File: config.mk
export PLATFORM = sky130hd
export DESIGN_NAME = control_multi
export DESIGN_NICKNAME = d
export VERILOG_FILES = /design/src/rtl/control_multi.sv
export SDC_FILE = /design/constraint.sdc
export NUM_CORES = 1
export LEC_CHECK = 0
export BUFFER_PORTS_ARGS = -buffer_cell sky130_fd_sc_hd__buf_2
export CAP_MARGIN = 20
export CELL_PAD_IN_SITES_DETAIL_PLACEMENT = 1
export CELL_PAD_IN_SITES_GLOBAL_PLACEMENT = 2
export CORE_ASPECT_RATIO = 1.75
export CORE_UTILIZATION = 21
export CTS_CLUSTER_DIAMETER = 120
export DETAILED_ROUTE_END_ITERATION = 12
export PLACE_DENSITY = 0.79
export SYNTH_ARGS = -nofsm -noshare
export SYNTH_HDL_FRONTEND = slang
export SYNTH_SLANG_ARGS = --single-unit
File: constraint.sdc
create_clock -name iCLK -period 1.82 [get_ports iCLK]
set_clock_uncertainty 0.15 [all_clocks]
set_input_delay 0.091 -clock iCLK [delete_from_list [all_inputs] [get_ports iCLK]]
set_output_delay 0.091 -clock iCLK [all_outputs]
set_load 0.05 [all_outputs]
File: src/rtl/control_multi.sv
// Multicycle RV32I control FSM: sequences the shared ALU / unified memory datapath.
// Define RV32M_EN to route funct7=0x01 R-type instructions through the MULDIV state.
module control_multi #(
  parameter int MEM_WAIT_MAX = 255
) (
  input  logic        iCLK,
  input  logic        iRST,
  input  logic [31:0] iInstr,
  input  logic        iMemReady,
  input  logic        iMulDivDone,
  output logic        oIorD,
  output logic        oMemRead,
  output logic        oMemWrite,
  output logic        oIRWrite,
  output logic        oPCWrite,
  output logic        oPCWriteCond,
  output logic        oRegWrite,
  output logic [1:0]  oOrigAULA,
  output logic [1:0]  oOrigBULA,
  output logic [1:0]  oMem2Reg,
  output logic [1:0]  oOrigPC,
  output logic [4:0]  oALUControl,
  output logic        oMulDivStart,
  output logic        oIllegal,
  output logic        oFault,
  output logic [3:0]  oState
);

  localparam logic [7:0] WAIT_MAX = 8'(MEM_WAIT_MAX);

  localparam logic [6:0] OPC_LOAD   = 7'b0000011;
  localparam logic [6:0] OPC_STORE  = 7'b0100011;
  localparam logic [6:0] OPC_OPIMM  = 7'b0010011;
  localparam logic [6:0] OPC_RTYPE  = 7'b0110011;
  localparam logic [6:0] OPC_LUI    = 7'b0110111;
  localparam logic [6:0] OPC_AUIPC  = 7'b0010111;
  localparam logic [6:0] OPC_BRANCH = 7'b1100011;
  localparam logic [6:0] OPC_JAL    = 7'b1101111;
  localparam logic [6:0] OPC_JALR   = 7'b1100111;

  // ALU operation codes shared with the datapath's Parametros definitions
  localparam logic [4:0] OPAND  = 5'd0;
  localparam logic [4:0] OPOR   = 5'd1;
  localparam logic [4:0] OPXOR  = 5'd2;
  localparam logic [4:0] OPADD  = 5'd3;
  localparam logic [4:0] OPSUB  = 5'd4;
  localparam logic [4:0] OPSLT  = 5'd5;
  localparam logic [4:0] OPSLTU = 5'd6;
  localparam logic [4:0] OPSLL  = 5'd7;
  localparam logic [4:0] OPSRL  = 5'd8;
  localparam logic [4:0] OPSRA  = 5'd9;
  localparam logic [4:0] OPLUI  = 5'd10;
  localparam logic [4:0] OPNULL = 5'd31;
`ifdef RV32M_EN
  localparam logic [4:0] OPMUL    = 5'd11;
  localparam logic [4:0] OPMULH   = 5'd12;
  localparam logic [4:0] OPMULHSU = 5'd13;
  localparam logic [4:0] OPMULHU  = 5'd14;
  localparam logic [4:0] OPDIV    = 5'd15;
  localparam logic [4:0] OPDIVU   = 5'd16;
  localparam logic [4:0] OPREM    = 5'd17;
  localparam logic [4:0] OPREMU   = 5'd18;
`endif

  typedef enum logic [3:0] {
    S_FETCH    = 4'd0,
    S_DECODE   = 4'd1,
    S_EXEC_R   = 4'd2,
    S_EXEC_I   = 4'd3,
    S_MULDIV   = 4'd4,
    S_MEMADDR  = 4'd5,
    S_MEMREAD  = 4'd6,
    S_MEMWB    = 4'd7,
    S_MEMWRITE = 4'd8,
    S_BRANCH   = 4'd9,
    S_JAL      = 4'd10,
    S_JALR     = 4'd11,
    S_LUI      = 4'd12,
    S_AUIPC    = 4'd13,
    S_WB_ALU   = 4'd14,
    S_ILLEGAL  = 4'd15
  } state_t;

  state_t     state_q, state_d;
  logic [7:0] wait_cnt_q, wait_cnt_d;
  logic       timeout;
  logic       mem_wait;

  logic [6:0] opcode;
  logic [2:0] funct3;
  logic [6:0] funct7;
  logic       unused_bits;

  assign opcode = iInstr[6:0];
  assign funct3 = iInstr[14:12];
  assign funct7 = iInstr[31:25];

  // funct7[5] selects SUB only for register-register forms; shifts honour it for both
  function automatic logic [4:0] alu_base_op(input logic [2:0] f3, input logic alt,
                                             input logic is_rtype);
    case (f3)
      3'b000:  alu_base_op = (is_rtype && alt) ? OPSUB : OPADD;
      3'b001:  alu_base_op = OPSLL;
      3'b010:  alu_base_op = OPSLT;
      3'b011:  alu_base_op = OPSLTU;
      3'b100:  alu_base_op = OPXOR;
      3'b101:  alu_base_op = alt ? OPSRA : OPSRL;
      3'b110:  alu_base_op = OPOR;
      default: alu_base_op = OPAND;
    endcase
  endfunction

`ifdef RV32M_EN
  logic muldiv_first_q, muldiv_first_d;

  function automatic logic [4:0] muldiv_op(input logic [2:0] f3);
    case (f3)
      3'b000:  muldiv_op = OPMUL;
      3'b001:  muldiv_op = OPMULH;
      3'b010:  muldiv_op = OPMULHSU;
      3'b011:  muldiv_op = OPMULHU;
      3'b100:  muldiv_op = OPDIV;
      3'b101:  muldiv_op = OPDIVU;
      3'b110:  muldiv_op = OPREM;
      default: muldiv_op = OPREMU;
    endcase
  endfunction

  assign muldiv_first_d = (state_d == S_MULDIV) && (state_q != S_MULDIV);
  assign unused_bits    = ^{iInstr[24:15], iInstr[11:7]};
`else
  assign unused_bits    = ^{iMulDivDone, iInstr[24:15], iInstr[11:7]};
`endif

  always_comb begin
    state_d    = state_q;
    wait_cnt_d = 8'd0;
    timeout    = 1'b0;
    mem_wait   = (state_q == S_FETCH) || (state_q == S_MEMREAD) || (state_q == S_MEMWRITE);
    case (state_q)
      S_FETCH: if (iMemReady) state_d = S_DECODE;
      S_DECODE: begin
        case (opcode)
          OPC_LOAD, OPC_STORE: state_d = S_MEMADDR;
          OPC_OPIMM:           state_d = S_EXEC_I;
          OPC_RTYPE: begin
            if (funct7 == 7'h00 || funct7 == 7'h20) state_d = S_EXEC_R;
`ifdef RV32M_EN
            else if (funct7 == 7'h01)               state_d = S_MULDIV;
`endif
            else                                    state_d = S_ILLEGAL;
          end
          OPC_LUI:    state_d = S_LUI;
          OPC_AUIPC:  state_d = S_AUIPC;
          OPC_BRANCH: state_d = S_BRANCH;
          OPC_JAL:    state_d = S_JAL;
          OPC_JALR:   state_d = S_JALR;
          default:    state_d = S_ILLEGAL;
        endcase
      end
      S_EXEC_R, S_EXEC_I, S_LUI, S_AUIPC: state_d = S_WB_ALU;
`ifdef RV32M_EN
      // Done is ignored in the start cycle; the unit cannot answer that fast
      S_MULDIV: if (!muldiv_first_q && iMulDivDone) state_d = S_WB_ALU;
`else
      S_MULDIV: state_d = S_FETCH;
`endif
      S_MEMADDR:  state_d = (opcode == OPC_LOAD) ? S_MEMREAD : S_MEMWRITE;
      S_MEMREAD:  if (iMemReady) state_d = S_MEMWB;
      S_MEMWRITE: if (iMemReady) state_d = S_FETCH;
      default:    state_d = S_FETCH;
    endcase
    // A ready response in the limit cycle still completes the access
    if (mem_wait && !iMemReady) begin
      if (wait_cnt_q == WAIT_MAX) begin
        timeout = 1'b1;
        state_d = S_FETCH;
      end else begin
        wait_cnt_d = wait_cnt_q + 8'd1;
      end
    end
  end

  always_ff @(posedge iCLK) begin
    if (iRST) begin
      state_q    <= S_FETCH;
      wait_cnt_q <= 8'd0;
    end else begin
      state_q    <= state_d;
      wait_cnt_q <= wait_cnt_d;
    end
  end

`ifdef RV32M_EN
  always_ff @(posedge iCLK) begin
    if (iRST) muldiv_first_q <= 1'b0;
    else      muldiv_first_q <= muldiv_first_d;
  end
`endif

  always_comb begin
    oIorD        = 1'b0;
    oMemRead     = 1'b0;
    oMemWrite    = 1'b0;
    oIRWrite     = 1'b0;
    oPCWrite     = 1'b0;
    oPCWriteCond = 1'b0;
    oRegWrite    = 1'b0;
    oOrigAULA    = 2'b00;
    oOrigBULA    = 2'b00;
    oMem2Reg     = 2'b00;
    oOrigPC      = 2'b00;
    oALUControl  = OPNULL;
    oMulDivStart = 1'b0;
    oIllegal     = 1'b0;
    oFault       = 1'b0;
    oState       = state_q;
    case (state_q)
      S_FETCH: begin
        oMemRead    = 1'b1;
        oOrigAULA   = 2'b01;
        oOrigBULA   = 2'b01;
        oALUControl = OPADD;
        oIRWrite    = iMemReady;
        oPCWrite    = iMemReady;
      end
      S_DECODE: begin
        oOrigAULA   = 2'b10;
        oOrigBULA   = 2'b10;
        oALUControl = OPADD;
      end
      S_EXEC_R: oALUControl = alu_base_op(funct3, funct7[5], 1'b1);
      S_EXEC_I: begin
        oOrigBULA   = 2'b10;
        oALUControl = alu_base_op(funct3, funct7[5], 1'b0);
      end
`ifdef RV32M_EN
      S_MULDIV: begin
        oALUControl  = muldiv_op(funct3);
        oMulDivStart = muldiv_first_q;
      end
`endif
      S_MEMADDR: begin
        oOrigBULA   = 2'b10;
        oALUControl = OPADD;
      end
      S_MEMREAD: begin
        oIorD    = 1'b1;
        oMemRead = 1'b1;
      end
      S_MEMWB: begin
        oRegWrite = 1'b1;
        oMem2Reg  = 2'b10;
      end
      S_MEMWRITE: begin
        oIorD     = 1'b1;
        oMemWrite = 1'b1;
      end
      S_BRANCH: begin
        oALUControl  = OPSUB;
        oPCWriteCond = 1'b1;
        oOrigPC      = 2'b01;
      end
      S_JAL: begin
        oRegWrite = 1'b1;
        oMem2Reg  = 2'b01;
        oPCWrite  = 1'b1;
        oOrigPC   = 2'b01;
      end
      S_JALR: begin
        oOrigBULA   = 2'b10;
        oALUControl = OPADD;
        oPCWrite    = 1'b1;
        oRegWrite   = 1'b1;
        oMem2Reg    = 2'b01;
      end
      S_LUI: begin
        oOrigBULA   = 2'b10;
        oALUControl = OPLUI;
      end
      S_AUIPC: begin
        oOrigAULA   = 2'b10;
        oOrigBULA   = 2'b10;
        oALUControl = OPADD;
      end
      S_WB_ALU:  oRegWrite = 1'b1;
      S_ILLEGAL: oIllegal  = 1'b1;
      default: ;
    endcase
    if (timeout) begin
      oFault       = 1'b1;
      oIRWrite     = 1'b0;
      oPCWrite     = 1'b0;
      oPCWriteCond = 1'b0;
      oRegWrite    = 1'b0;
      oMemWrite    = 1'b0;
    end
    // Outputs are forced quiet during reset so an aborted access never strobes
    if (iRST) begin
      oIorD        = 1'b0;
      oMemRead     = 1'b0;
      oMemWrite    = 1'b0;
      oIRWrite     = 1'b0;
      oPCWrite     = 1'b0;
      oPCWriteCond = 1'b0;
      oRegWrite    = 1'b0;
      oOrigAULA    = 2'b00;
      oOrigBULA    = 2'b00;
      oMem2Reg     = 2'b00;
      oOrigPC      = 2'b00;
      oALUControl  = 5'd0;
      oMulDivStart = 1'b0;
      oIllegal     = 1'b0;
      oFault       = 1'b0;
      oState       = 4'd0;
    end
  end

endmodule

==> run metrics <==
Area contributors post-synth dfxtp_1, nor2_1, nand2_1, and3_1, nor2b_1; Clock Tree Root clkbuf_8; met1 WL 1.59 mm; Async SR Flop Fraction 0%; failing checks DRC, setup timing; gr usage total 13.4%; Hold Path Class input port to flop; layout cell share with drive strength beyond 1 45.1%; cell area power density 1360 nW/um^2; outcome finished with violations; Initial DRT Pass Iterations 8; Max Cap Viol 0; final slew viol count 0; worst skew pair latency 0.24 ns; io pins 63; flop and latch count out of synthesis 12; max layer used met4; Cells after DPL 270; main combinational cell family by area after synthesis simple AND/OR/NAND/NOR gates; Hold EP state_q[0]; RSZ-0062 raised after global routing true; Routed met3 length 140 um; reg2reg setup slack 0.06 ns; CP Max Fanout 3; Fmax 0.544 GHz; Final Cycle Share 101%; initial core utilization 22.0%; Crit Path Class flop to primary output; Synthesis Warnings 0; Die Area 5560 um^2; cell type with the largest total area after synthesis dfxtp_1; Seq/Total Area, Yosys 21.8%; Setup crit start wait_cnt_q[1]; Synth top area share 21.8%; global route overflow 0; Netlist cell types 46; worst reg2reg path startpoint state_q[1]; Routed WL 3.88 mm; drt drc 9; 1st-iter DRT viols 36; Worst setup EP type primary output; Post-CTS Hold Buffers 0; met2 routed WL 2.06 mm; Hold Path Stages 3; Layout area overhead 57.9%; Leak 0.000790 uW; fillers 648; post-synthesis mux area share 0%; Post-Synth XOR/XNOR Area 7.14%; setup slack after layout -0.0193 ns; CTS clock-pin slew for the worst setup and hold paths 0.05 ns; GPL Wtd Cong 0.770; Clock Path Buffers 2; Simple-Gate Fraction of Synth Area 40.2%; post-synthesis cell count 161; Routed WL per cell 14.0 um; Final Net Count 263; total CTS buffers 3; hold_sp iMemReady; Hold Vio Cnt, Final 0; Row Count 34; Via density 5.08; via count 1412; core footprint 5020 um^2; first-pass GRT wire length 6.02 mm; Worst R2R End state_q[2]; Final setup viols 1; WP data arrival 1.60 ns; die width 56.8 um; Mapped Area 1100 um^2; CTS sink count 12; Post-Synth Adder-Cell Area 1.13%; Period minus WS final 1.84 ns; WP data required 1.58 ns; Core Util, Final 34.7%; Max VDD drop 0.716 mV; hold_ws 0.0449 ns; initial antenna violation count 0; critical path launch point type flop; diode count 0; Detail Route Antenna Nets 0; CTS tree built; hpwl dp 2.98 mm; Synth Area in Compound Gates 23.0%; vias in the first global route 1334; Syn Area/Cell 6.85 um^2; Synth Flop Type dfxtp_1; number of synthesized flops with an enable pin 0; port bufs 44; CTS H-Tree Depth 1; worst r2r path cells 7; Die Span Y 97.9 um; pin count of the biggest net entering global routing 13; Non-Filler Instances 278
-- metrics by stage --
| step | setup slack, ns | total power, uW | setup TNS, ns | cell area, um^2 |
|---|---|---|---|---|
| floorplan | -0.389 | 1460 | -1.69 | 1160 |
| global placement | 0.0785 | 1940 | 0 | 1550 |
| detailed placement | 0.0773 | 1950 | 0 | 1550 |
| CTS | -0.0571 | 2260 | -0.0894 | 1670 |
| global route | -0.0980 | 2510 | -0.298 | 1740 |
| finish | -0.0193 | 2370 | -0.0193 | 1740 |
-- cell families (layout without fill, tap and decap cells) --
| group | Yosys count | in the layout |
|---|---|---|
| XOR/XNOR | 9 | 9 |
| AND/OR/NAND/NOR | 85 | 85 |
| AO/OA/AOI/OAI | 37 | 37 |
| adder cells (fa/ha/maj) | 1 | 1 |
| other | 1 | 2 |
| buffers and inverters | 16 | 78 |
| flip-flops | 12 | 12 |
-- cell usage after synthesis, types with 3 or more instances --
| cell | instances |
|---|---|
| xnor2_1 | 4 |
| dfxtp_1 | 12 |
| o21ai_0 | 8 |
| a31oi_1 | 3 |
| nand2_1 | 12 |
| xor2_1 | 5 |
| and3_1 | 7 |
| nor2b_1 | 7 |
| a21oi_1 | 7 |
| a211oi_1 | 3 |
| inv_1 | 7 |
| nand2b_1 | 5 |
| clkbuf_1 | 4 |
| nor3_1 | 6 |
| nor2_1 | 27 |
| nand3_1 | 3 |
-- cells in the final DEF (no fill, tap or decap), types with 5 or more instances in the layout --
cell type	count
buf_6	5
nor2_1	25
xor2_1	5
a21oi_1	6
nand2_1	12
and3_1	5
buf_2	35
buf_4	26
dfxtp_1	6
inv_1	7
o21ai_0	7
nor2b_1	5
-- area by class of cell --
class / instances / area (um^2) / area share, %
well taps: 54 / 67.6 / 3.88
inverters: 8 / 33.8 / 1.94
clock buffers: 3 / 41.3 / 2.37
multi-input cells: 134 / 901 / 51.7
repair buffers: 67 / 442 / 25.3
flip-flops and latches: 12 / 258 / 14.8
-- registers in the layout, indices dropped and copies added (netlist names) --
name and count:
wait_cnt_q 8, state_q 4
-- timing repair --
action / 4_1_cts / 5_1_grt
pin swaps: 5 / 4
buffers inserted: 3 / 2
gates resized for setup: 23 / 18
endpoints found under the setup margin: 10 / 13
-- critical path: stages (launching register included) --
cell and delay (ns):
dfxtp_2 0.35, ha_4 0.14, and3_4 0.18, nand4_1 0.15, nor2_1 0.16, nor2_1 0.06, and3_1 0.17, buf_6 0.15
-- how the worst max path moves through the flow --
stage / endpoint / slack, ns / cells after the start
final: oMemWrite / -0.02 / 7
after global routing: oMemWrite / -0.1 / 7
after CTS: oMemWrite / -0.06 / 7
after detailed placement: state_q[2] / 0.08 / 6
after global placement: oPCWrite / 0.08 / 5
after floorplan: oALUControl[2] / -0.39 / 4
-- layer usage --
metal | track usage, % | vias to the layer above
li1 | - | 695
met1 | 15.9 | 668
met2 | 24.7 | 43
met3 | 0.397 | 6
met4 | 5.63 | 0
met5 | 0 | -
-- where the power goes --
| part | internal, uW | leakage, uW | total (uW) | switching [uW] |
|---|---|---|---|---|
| combinational | 642 | 0.000668 | 1730 | 1080 |
| sequential | 332 | 0.000101 | 407 | 74.8 |
| clock | 145 | 0.0000216 | 232 | 86.9 |
| total | 1120 | 0.000790 | 2370 | 1250 |
(Power assumes the default switching activity.)
